<file path="src/rtl/execute_mdu_pkg.sv">
// execute_mdu shared definitions
// states, operand sizes, EFLAGS bits, MDU opcodes
package execute_mdu_pkg;

    typedef enum logic [1:0] {
        MDU_IDLE = 2'd0,
        MDU_CALC = 2'd1,
        MDU_DONE = 2'd2
    } mdu_state_t;

    typedef enum logic [1:0] {
        SZ_8   = 2'd0,
        SZ_16  = 2'd1,
        SZ_32  = 2'd2,
        SZ_RSV = 2'd3
    } opnd_size_t;

    localparam int EFLAGS_CF = 0;
    localparam int EFLAGS_PF = 2;
    localparam int EFLAGS_AF = 4;
    localparam int EFLAGS_ZF = 6;
    localparam int EFLAGS_SF = 7;
    localparam int EFLAGS_OF = 11;

    localparam logic [5:0] CMD_MUL  = 6'h1c;
    localparam logic [5:0] CMD_IMUL = 6'h1d;
    localparam logic [5:0] CMD_DIV  = 6'h1e;
    localparam logic [5:0] CMD_IDIV = 6'h1f;

    // reserved size code behaves like the widest size
    function automatic int unsigned size_bits(
        input logic [1:0]  sz,
        input int unsigned width
    );
        int unsigned n;
        case (sz)
            SZ_8:    n = 8;
            SZ_16:   n = 16;
            default: n = width;
        endcase
        return n;
    endfunction

endpackage

</file>
<file path="src/rtl/execute_mdu_step.sv">
// execute_mdu single radix-2 iteration
// shift-add multiply or restoring-divide step
module execute_mdu_step #(
    parameter int WIDTH = 32
) (
    input  logic               is_div,
    input  logic [2*WIDTH-1:0] acc,
    input  logic [2*WIDTH-1:0] sh,
    input  logic [WIDTH-1:0]   qr,
    output logic [2*WIDTH-1:0] acc_nxt,
    output logic [2*WIDTH-1:0] sh_nxt,
    output logic [WIDTH-1:0]   qr_nxt
);

    logic [WIDTH:0]   trial;
    logic [WIDTH:0]   dvsr;
    logic [WIDTH-1:0] diff;
    logic             ge;

    // one iteration: div brings in the next dividend bit, mul adds a partial product
    always_comb begin
        trial = {acc[WIDTH-1:0], qr[WIDTH-1]};
        dvsr  = {1'b0, sh[WIDTH-1:0]};
        ge    = trial >= dvsr;
        diff  = WIDTH'(trial - dvsr);
        if (is_div) begin
            acc_nxt = {{WIDTH{1'b0}}, ge ? diff : trial[WIDTH-1:0]};
            sh_nxt  = sh;
            qr_nxt  = {qr[WIDTH-2:0], ge};
        end else begin
            acc_nxt = qr[0] ? acc + sh : acc;
            sh_nxt  = sh << 1;
            qr_nxt  = qr >> 1;
        end
    end

endmodule

</file>
<file path="src/rtl/execute_mdu.sv">
// execute_mdu multi-cycle multiply/divide unit
// MUL/IMUL/DIV/IDIV on 8/16/32-bit operands
module execute_mdu
    import execute_mdu_pkg::*;
#(
    parameter int WIDTH = 32,
    parameter int CNT_W = $clog2(WIDTH) + 1
) (
    input  logic             clk,
    input  logic             rst,
    input  logic             in_valid,
    output logic             in_ready,
    input  logic [5:0]       opc,
    input  logic [1:0]       opnd_size,
    input  logic [31:0]      eflags,
    input  logic [WIDTH-1:0] opnd0_r,
    input  logic [WIDTH-1:0] opnd1_r,
    input  logic [WIDTH-1:0] opnd2_r,
    output logic             out_valid,
    input  logic             out_ready,
    output logic [WIDTH-1:0] opnd0_w,
    output logic [WIDTH-1:0] opnd1_w,
    output logic [31:0]      o_eflags,
    output logic             fault_de
);

    localparam int W2 = 2 * WIDTH;

    mdu_state_t state_q, state_d;
    logic       accept;

    logic [CNT_W-1:0] cnt_q, n_q, n_in;
    logic [5:0]       opc_q;
    logic [31:0]      efl_q;
    logic [W2-1:0]    acc_q, sh_q, acc_s, sh_s;
    logic [WIDTH-1:0] qr_q, qr_s;
    logic             neg_res_q, neg_rem_q, big_q;
    logic             is_mul_q;

    int unsigned      nw_in;
    logic             is_mul_in, is_div_in, sgn_in, early;
    logic             a_neg, b_neg, h_neg;
    logic [WIDTH-1:0] mask_in, sbit_in, a_t, b_t, h_t;
    logic [WIDTH-1:0] a_mag, b_mag, dh_mag, dl_mag;
    logic [W2-1:0]    dvd, dvd_mag, mask2_in;

    int unsigned      nw_q;
    logic [WIDTH-1:0] mask_q, half_q, p_lo, p_hi, sx;
    logic [WIDTH-1:0] q_mag, r_mag;
    logic [W2-1:0]    mask2_q, prod;
    logic             cfo, ovf;
    logic [WIDTH-1:0] fx_q, fx_r;
    logic [31:0]      fx_fl;
    logic             fx_fault;

    assign out_valid = (state_q == MDU_DONE);
    assign is_mul_q  = (opc_q == CMD_MUL) | (opc_q == CMD_IMUL);

    // request decode: truncate, sign-extend and take magnitudes at the selected size
    always_comb begin
        nw_in     = size_bits(opnd_size, WIDTH);
        n_in      = CNT_W'(nw_in);
        is_mul_in = (opc == CMD_MUL) | (opc == CMD_IMUL);
        is_div_in = (opc == CMD_DIV) | (opc == CMD_IDIV);
        sgn_in    = (opc == CMD_IMUL) | (opc == CMD_IDIV);
        mask_in   = {WIDTH{1'b1}} >> (WIDTH - nw_in);
        sbit_in   = WIDTH'(1) << (nw_in - 1);
        a_t       = opnd0_r & mask_in;
        b_t       = opnd1_r & mask_in;
        h_t       = opnd2_r & mask_in;
        a_neg     = sgn_in & (|(a_t & sbit_in));
        b_neg     = sgn_in & (|(b_t & sbit_in));
        h_neg     = sgn_in & (|(h_t & sbit_in));
        a_mag     = a_neg ? (~a_t + WIDTH'(1)) & mask_in : a_t;
        b_mag     = b_neg ? (~b_t + WIDTH'(1)) & mask_in : b_t;
        dvd       = (W2'(h_t) << nw_in) | W2'(a_t);
        mask2_in  = (W2'(1) << (2 * nw_in)) - W2'(1);
        dvd_mag   = h_neg ? (~dvd + W2'(1)) & mask2_in : dvd;
        dh_mag    = WIDTH'(dvd_mag >> nw_in);
        dl_mag    = dvd_mag[WIDTH-1:0] & mask_in;
        early     = (is_div_in & ((b_t == '0) |
                    ((opc == CMD_DIV) & (h_t >= b_t)))) |
                    ~(is_mul_in | is_div_in);
    end

    // handshake and next state
    always_comb begin
        state_d  = state_q;
        in_ready = (state_q == MDU_IDLE) |
                   ((state_q == MDU_DONE) & out_ready);
        accept   = in_valid & in_ready;
        unique case (state_q)
            MDU_IDLE: begin
                if (accept) state_d = early ? MDU_DONE : MDU_CALC;
            end
            MDU_CALC: begin
                if (cnt_q == CNT_W'(1)) state_d = MDU_DONE;
            end
            MDU_DONE: begin
                if (accept) state_d = early ? MDU_DONE : MDU_CALC;
                else if (out_ready) state_d = MDU_IDLE;
            end
            default: state_d = MDU_IDLE;
        endcase
    end

    // state register
    always_ff @(posedge clk) begin
        if (rst) state_q <= MDU_IDLE;
        else     state_q <= state_d;
    end

    execute_mdu_step #(
        .WIDTH (WIDTH)
    ) u_step (
        .is_div  (~is_mul_q),
        .acc     (acc_q),
        .sh      (sh_q),
        .qr      (qr_q),
        .acc_nxt (acc_s),
        .sh_nxt  (sh_s),
        .qr_nxt  (qr_s)
    );

    // sign fixup, flags and overflow on the last iteration's result
    always_comb begin
        nw_q     = 32'(n_q);
        mask_q   = {WIDTH{1'b1}} >> (WIDTH - nw_q);
        half_q   = WIDTH'(1) << (nw_q - 1);
        mask2_q  = (W2'(1) << (2 * nw_q)) - W2'(1);
        prod     = neg_res_q ? (~acc_s + W2'(1)) & mask2_q : acc_s;
        p_lo     = prod[WIDTH-1:0] & mask_q;
        p_hi     = WIDTH'(prod >> nw_q) & mask_q;
        sx       = (|(p_lo & half_q)) ? mask_q : '0;
        cfo      = (opc_q == CMD_IMUL) ? (p_hi != sx) : (p_hi != '0);
        q_mag    = qr_s & mask_q;
        r_mag    = acc_s[WIDTH-1:0];
        ovf      = (opc_q == CMD_IDIV) & (big_q |
                   (neg_res_q ? (q_mag > half_q) : (q_mag >= half_q)));
        fx_q     = '0;
        fx_r     = '0;
        fx_fl    = efl_q;
        fx_fault = 1'b0;
        unique case (1'b1)
            is_mul_q: begin
                fx_q             = p_lo;
                fx_r             = p_hi;
                fx_fl[EFLAGS_CF] = cfo;
                fx_fl[EFLAGS_OF] = cfo;
            end
            ovf: begin
                fx_fault = 1'b1;
            end
            default: begin
                fx_q = neg_res_q ? (~q_mag + WIDTH'(1)) & mask_q : q_mag;
                fx_r = neg_rem_q ? (~r_mag + WIDTH'(1)) & mask_q : r_mag;
            end
        endcase
    end

    // operand latch, iteration registers and result registers
    always_ff @(posedge clk) begin
        if (rst) begin
            cnt_q     <= '0;
            n_q       <= '0;
            opc_q     <= '0;
            efl_q     <= '0;
            acc_q     <= '0;
            sh_q      <= '0;
            qr_q      <= '0;
            neg_res_q <= 1'b0;
            neg_rem_q <= 1'b0;
            big_q     <= 1'b0;
            opnd0_w   <= '0;
            opnd1_w   <= '0;
            o_eflags  <= '0;
            fault_de  <= 1'b0;
        end else if (accept) begin
            opc_q     <= opc;
            n_q       <= n_in;
            cnt_q     <= n_in;
            efl_q     <= eflags;
            neg_rem_q <= h_neg;
            big_q     <= dh_mag >= b_mag;
            if (is_mul_in) begin
                neg_res_q <= a_neg ^ b_neg;
                acc_q     <= '0;
                sh_q      <= W2'(a_mag);
                qr_q      <= b_mag;
            end else begin
                neg_res_q <= h_neg ^ b_neg;
                acc_q     <= W2'(dh_mag);
                sh_q      <= W2'(b_mag);
                qr_q      <= dl_mag << (WIDTH - nw_in);
            end
            if (early) begin
                opnd0_w  <= is_div_in ? '0 : opnd0_r;
                opnd1_w  <= '0;
                o_eflags <= eflags;
                fault_de <= is_div_in;
            end
        end else if (state_q == MDU_CALC) begin
            acc_q <= acc_s;
            sh_q  <= sh_s;
            qr_q  <= qr_s;
            cnt_q <= cnt_q - CNT_W'(1);
            if (cnt_q == CNT_W'(1)) begin
                opnd0_w  <= fx_q;
                opnd1_w  <= fx_r;
                o_eflags <= fx_fl;
                fault_de <= fx_fault;
            end
        end
    end

endmodule

</file>
<file path="config.mk">
export PLATFORM = sky130hd
export DESIGN_NAME = execute_mdu
export DESIGN_NICKNAME = d
export VERILOG_FILES = /design/src/rtl/execute_mdu_pkg.sv /design/src/rtl/execute_mdu_step.sv /design/src/rtl/execute_mdu.sv
export SDC_FILE = /design/constraint.sdc
export NUM_CORES = 2
export LEC_CHECK = 0
export ABC_AREA = 0
export CORE_UTILIZATION = 40
export DETAILED_ROUTE_END_ITERATION = 8
export GPL_TIMING_DRIVEN = 0
export PLACE_DENSITY = 0.64
export SETUP_SLACK_MARGIN = 0.02
export SLEW_MARGIN = 20
export SYNTH_ARGS = -nofsm -noshare
export SYNTH_HDL_FRONTEND = slang
export SYNTH_SLANG_ARGS = --single-unit
</file>
<file path="constraint.sdc">
create_clock -name clk -period 15.52 [get_ports clk]
set_clock_uncertainty 0.2 [all_clocks]
set_input_delay 1.552 -clock clk [delete_from_list [all_inputs] [get_ports clk]]
set_output_delay 1.552 -clock clk [all_outputs]
set_load 0.03 [all_outputs]
</file>
; ---- After elaboration in Yosys (flattened, before gate mapping)
; Index checks and enable logic that the tools add are counted.
[word_totals]
regBits = 312
out_inout_bits = 99
elab_cells = 174
[op_classes]
addsub = 15
order_cmp = 5
eq_ne = 16
shift = 10
n_mux = 55
bitwise_logic = 44
n_reduce_logical = 14
[ops]
columns = op, count
row1 = 32-bit 2-to-1 mux, 25
row2 = 64-bit 2-to-1 mux, 9
row3 = 32-bit AND, 15
row4 = "32-bit by 1-bit adder with 32-bit output, second input constant", 4
row5 = "64-bit by 1-bit adder with 64-bit output, second input constant", 2
row6 = 64-bit AND, 2
row7 = 32-bit inverter, 4
row8 = 64-bit inverter, 2
row9 = 32-bit one-hot mux with 2 select lines, 2
row10 = 32-bit OR reduction, 4
row11 = "64-bit by 2-bit subtractor with 64-bit output, second input constant", 2
row12 = 32-bit greater-or-equal comparator, 3
row13 = 64-bit adder, 1
row14 = 64-bit by 32-bit bitwise OR with 64-bit output, 1
row15 = "1-bit by 32-bit left shift with 32-bit output, first input constant", 2
row16 = "1-bit by 32-bit left shift with 64-bit output, first input constant", 1
row17 = "1-bit by 7-bit left shift with 64-bit output, first input constant", 1
row18 = 32-bit by 32-bit left shift with 64-bit output, 1
row19 = "32-bit by 32-bit >> shifter with 32-bit output, first input constant", 2
row20 = 64-bit by 32-bit >> shifter with 32-bit output, 1
row21 = 64-bit by 6-bit >> shifter with 32-bit output, 1
row22 = "6-bit by 5-bit equality test with 1-bit output, second input constant", 7
row23 = 33-bit by 32-bit greater-or-equal comparator with 1-bit output, 1
row24 = 32-bit > comparator, 1
row25 = 29 further kinds, 65

; ---- Logic depth before layout (Yosys ltp)
[logic_depth]
ltp_word = 17
depth_mapped = 45
mapped_depth_nobuf = 37

; ---- By module
; Synthesis repeated with hierarchy kept, for this count alone.
[unflattened]
hier_cells = 5248
area_unflattened_um2 = 36507.5
[modules_own_cells]
columns = module, n_inst, cells_per_inst, area_each_um2, seq_area_each_um2
row1 = execute_mdu, 1, 4053, 28566.1, 6185.9
row2 = execute_mdu_step, 1, 1195, 7941.4, 0.0

; ---- Worst setup path before layout
; Ideal clock, no wire load.
[synth_path]
kind = input to register
start = input opnd_size[0]
end = register big_q
t_arrival_ns = 10.320
slack_ns = 4.863
stages = 44
path_cell_list = or2_2 -> clkbuf_1 -> clkbuf_1 -> clkbuf_1 -> buf_1 -> clkbuf_1 -> ha_1 -> clkbuf_1 -> clkbuf_1 -> clkbuf_1 -> nor2_1 -> a21oi_1 -> ha_1 -> inv_1 -> nor2_1 -> and4_1 -> nor3b_1 -> nand4_1 -> [8 not listed] -> nand2b_1 -> a21o_1 -> a21o_1 -> a21o_1 -> a21o_1 -> a21o_1 -> a21o_1 -> a21o_1 -> a21o_1 -> a21o_1 -> a21o_1 -> a21o_1 -> a21o_1 -> a21o_1 -> a21o_1 -> a211o_1 -> o211ai_1 -> a31oi_1
[synth_between]
elab_chain_cells = 13
elab_cells_between_ends = 30
cone_classes = 5 x add/sub / 1 x order compare / 1 x eq/ne / 5 x shift / 3 x mux / 12 x bitwise / 3 x reduce/logical
[synth_rtl]
columns = item, line_no
row1 = from (decl), execute_mdu.sv:14  ; input logic [1:0] opnd_size,
row2 = 2-bit by 1-bit equality test with 1-bit output or 2-bit logical NOT (tied branches), execute_mdu_pkg.sv:36  ; case (sz)
row3 = 6-bit one-hot mux with 2 select lines *, execute_mdu_pkg.sv:36
row4 = via nw_in[5], execute_mdu.sv:40  ; int unsigned nw_in;
row5 = 6-bit by 32-bit subtractor with 32-bit output, execute_mdu.sv:66  ; mask_in = {WIDTH{1'b1}} >> (WIDTH - nw_in);
row6 = 32-bit by 32-bit >> shifter with 32-bit output, execute_mdu.sv:66
row7 = 32-bit AND, execute_mdu.sv:70  ; h_t = opnd2_r & mask_in;
row8 = 32-bit by 32-bit left shift with 64-bit output, execute_mdu.sv:76  ; dvd = (W2'(h_t) << nw_in) | W2'(a_t);
row9 = 64-bit by 32-bit bitwise OR with 64-bit output, execute_mdu.sv:76
row10 = 64-bit inverter, execute_mdu.sv:78  ; dvd_mag = h_neg ? (~dvd + W2'(1)) & mask2_in : dvd;
row11 = 64-bit by 1-bit adder with 64-bit output, execute_mdu.sv:78
row12 = 64-bit AND, execute_mdu.sv:78
row13 = 64-bit 2-to-1 mux, execute_mdu.sv:78
row14 = 64-bit by 32-bit >> shifter with 32-bit output, execute_mdu.sv:79  ; dh_mag = WIDTH'(dvd_mag >> nw_in);
row15 = 32-bit greater-or-equal comparator *, execute_mdu.sv:184  ; big_q <= dh_mag >= b_mag;
row16 = to (signal assigned), execute_mdu.sv:184
row17 = to (decl), execute_mdu.sv:37  ; logic neg_res_q, neg_rem_q, big_q;
; The timed path passes the listed nets; every way through them passes the cells marked *.
; A chain may end at the register's enable or synchronous reset.

; ---- Worst setup path in the final report
[layout_path]
start = input opnd_size[1]
end = register big_q
; Same word-level chain as after synthesis.

==> metrics <==
WL final between 200000 and 250000 um; FFs w/ async S/R, synth 0; Initial Utilization 0.403; routability cong. between 1 and 1.5; GRT Residual Overflow 0; Critical Path Sink Type flip-flop; Slew HR 0.130; status completed; cell mode on critical path a21o_1; Num CTS Buffers 37; CTS tree built; CP startpoint kind input pin; cell area after layout ~42000 um2; Max Fclk between 60 and 70 MHz; pre-CTS WS between 0.9 and 1 ns; Least-Margin Pin Slew 1.30 ns; # fillers 9606; critical path arrival between 10 and 15 ns; DR vias/cell slightly above 7; combinational fraction of design power 0.517; Syn Nets between 5000 and 6000; clk sinks 309; IO Pins around 240; H-tree depth 2; Top FF cell, synth dfxtp_1; worst vdd ir 0.000101 V; first-pass GRT wire length 323000 um; 1st-iter DRT viols between 8000 and 9000; unrepaired setup endpoints after global routing false; Final WS setup about 0.92 ns; Fin. Hold Viols 0; synthesized cell area 36300 um2; final number of setup-violating endpoints 0; Leak ~0.015 uW; Max clock buf depth 3; max-slew violation count 0; number of remaining DRC errors 0; sequential power share 0.232; share of layout cells above drive strength 1 0.0418; PD cells around 93 nW/um2; Die X between 300 and 400 um; initial antenna violation count 14; drt first pass iters 9; fin crit share 0.941; Post-synth EDFFs 0; routed vias 48800; largest net degree at the start of global routing 15; insertion delay to the later sink of the worst-skew pair ~0.60 ns; setup TNS 0 ns; die area between 90000 and 100000 um2; post-layout minimum cycle time ~15 ns; syn avg cell area 6.73 um2; CTS Hold Bufs 0; kind of critical path in -> reg; placed inst area 40200 um2; Max stage delay on crit path around 0.76 ns; HPWL after detailed placement approximately 190000 um; core area between 90000 and 100000 um2; final core occ 0.462; cell row count 110; Max Cap Viol 0; Clock transition at path regs about 0.060 ns; Hold Path Class reg -> reg; P_sw just under 2000 uW; vias in the first global route 43700; Yosys cell types about 110; Detail Route Antenna Nets 0; Cell Int Power just under 2000 uW; most common cell after layout, fill and taps aside nand2_1; WL per Instance about 34 um; Clock power frac 0.251; CP max-delay cell clkbuf_1; crit path max fanout 11; most frequent cells in the layout nand2_1 (695), nor2_1 (624), a21oi_1 (494); postcts setup bufs 0; Yosys warning total 0; # nets final between 5000 and 6000; Cells after Synth 5394; PostCTS Resize Cnt 0; Total GRT Usage 0.488; area grow syn2layout 14.4%; #FFs+latches synth approximately 310; Worst EP required about 16 ns; Chip Height a little over 300 um; Net Sw Frac 0.498; Root Buffer Master clkbuf_16; Port Buffers approximately 240; Seq/Total Area, Yosys 0.170
==> worst max-delay path, delay by kind of cell <==
family / cells / cell delay (ns)
muxes: 1 / 0.55
buffers and inverters: 10 / 4.97
and+or+nand+nor: 8 / 2.66
adders and majority gates: 3 / 0.79
AOI/OAI and AO/OA: 20 / 4.28
==> flip-flops by register name (all words and copies together) (netlist names) <==
name / count
opnd0_w: 32
efl_q: 32
acc_q: 64
fault_de: 1
sh_q: 64
opnd1_w: 32
o_eflags: 32
state_q: 2
qr_q: 32
cnt_q: 6
big_q: 1
neg_res_q: 1
opc_q: 6
n_q: 3
neg_rem_q: 1
==> power groups by stage <==
stage	registers [uW]	logic [uW]	clock network, uW
after floorplan	907	1040	0
final	900	2000	972
after CTS	894	1870	965
after global routing	899	2030	997
after detailed placement	911	1860	0
after global placement	911	1860	0
==> cell type report <==
| type | count | area [um2] | area share |
|---|---|---|---|
| Antenna cell | 6 | 15.0 | 0.000361 |
| Timing Repair Buffer | 238 | 2370 | 0.0572 |
| Clock inverter | 18 | 268 | 0.00644 |
| Sequential cell | 309 | 6190 | 0.149 |
| Tap cell | 1176 | 1470 | 0.0354 |
| Buffer | 418 | 1700 | 0.0408 |
| Multi-Input combinational cell | 4550 | 28100 | 0.675 |
| Clock buffer | 49 | 1040 | 0.0251 |
| Inverter | 117 | 439 | 0.0106 |
==> cells by family (layout without fill, tap and decap cells) <==
group | count (synthesis) | count (layout) | share of synthesized area
flip-flops | 309 | 309 | 0.170
adder cells (fa/ha/maj) | 180 | 180 | 0.0624
buffers and inverters | 535 | 840 | 0.0587
AO/OA/AOI/OAI | 1880 | 1880 | 0.340
AND/OR/NAND/NOR | 2150 | 2150 | 0.277
multiplexers | 161 | 161 | 0.0480
XOR/XNOR | 179 | 179 | 0.0432
other | 0 | 6 | 0
==> final timing paths <==
| kind | startpoint | end | slack (ns) | depth (start not counted) |
|---|---|---|---|---|
| worst max register to register | opc_q[3]$_SDFFE_PP0P_ | opnd1_w[12]$_SDFFE_PP0P_ | 4.83 | 21 |
| worst min register to register | opnd1_w[8]$_SDFFE_PP0P_ | opnd1_w[8]$_SDFFE_PP0P_ | 0.26 | 2 |
| worst min-delay path | opnd1_w[8]$_SDFFE_PP0P_ | opnd1_w[8]$_SDFFE_PP0P_ | 0.26 | 2 |
| worst max-delay path | opnd_size[1] | big_q$_SDFFE_PP0P_ | 0.92 | 42 |
==> stage by stage <==
step | hold WS (ns) | instances | power, uW
2_1_floorplan | 0.237 | 5394 | 1950
3_3_place_gp | 0.244 | 6805 | 2770
3_5_place_dp | 0.248 | 6808 | 2770
4_1_cts | 0.257 | 6875 | 3730
5_1_grt | 0.277 | 6875 | 3920
6_report | 0.256 | 6881 | 3870
==> layer usage <==
layer | share of wire | vias to the layer above | GRT usage
li1 | - | 20700 | -
met1 | 0.38 | 23200 | 0.616
met2 | 0.40 | 3911 | 0.699
met3 | 0.13 | 974 | 0.151
met4 | 0.088 | 22 | 0.346
met5 | 0.00057 | - | 0
==> cell usage after synthesis, drive strengths merged (113+ instances only) <==
cell,n,area [um2]
a21oi,495,2480
mux2i,127,1270
o21ai,387,1940
inv,113,424
nor2,625,2350
a211oi,119,898
dfxtp,309,6190
ha,178,2230
nand2,695,2610
nor3,140,706
clkbuf,342,1280
nand3,175,876
Power figures use the tool's default switching activity.
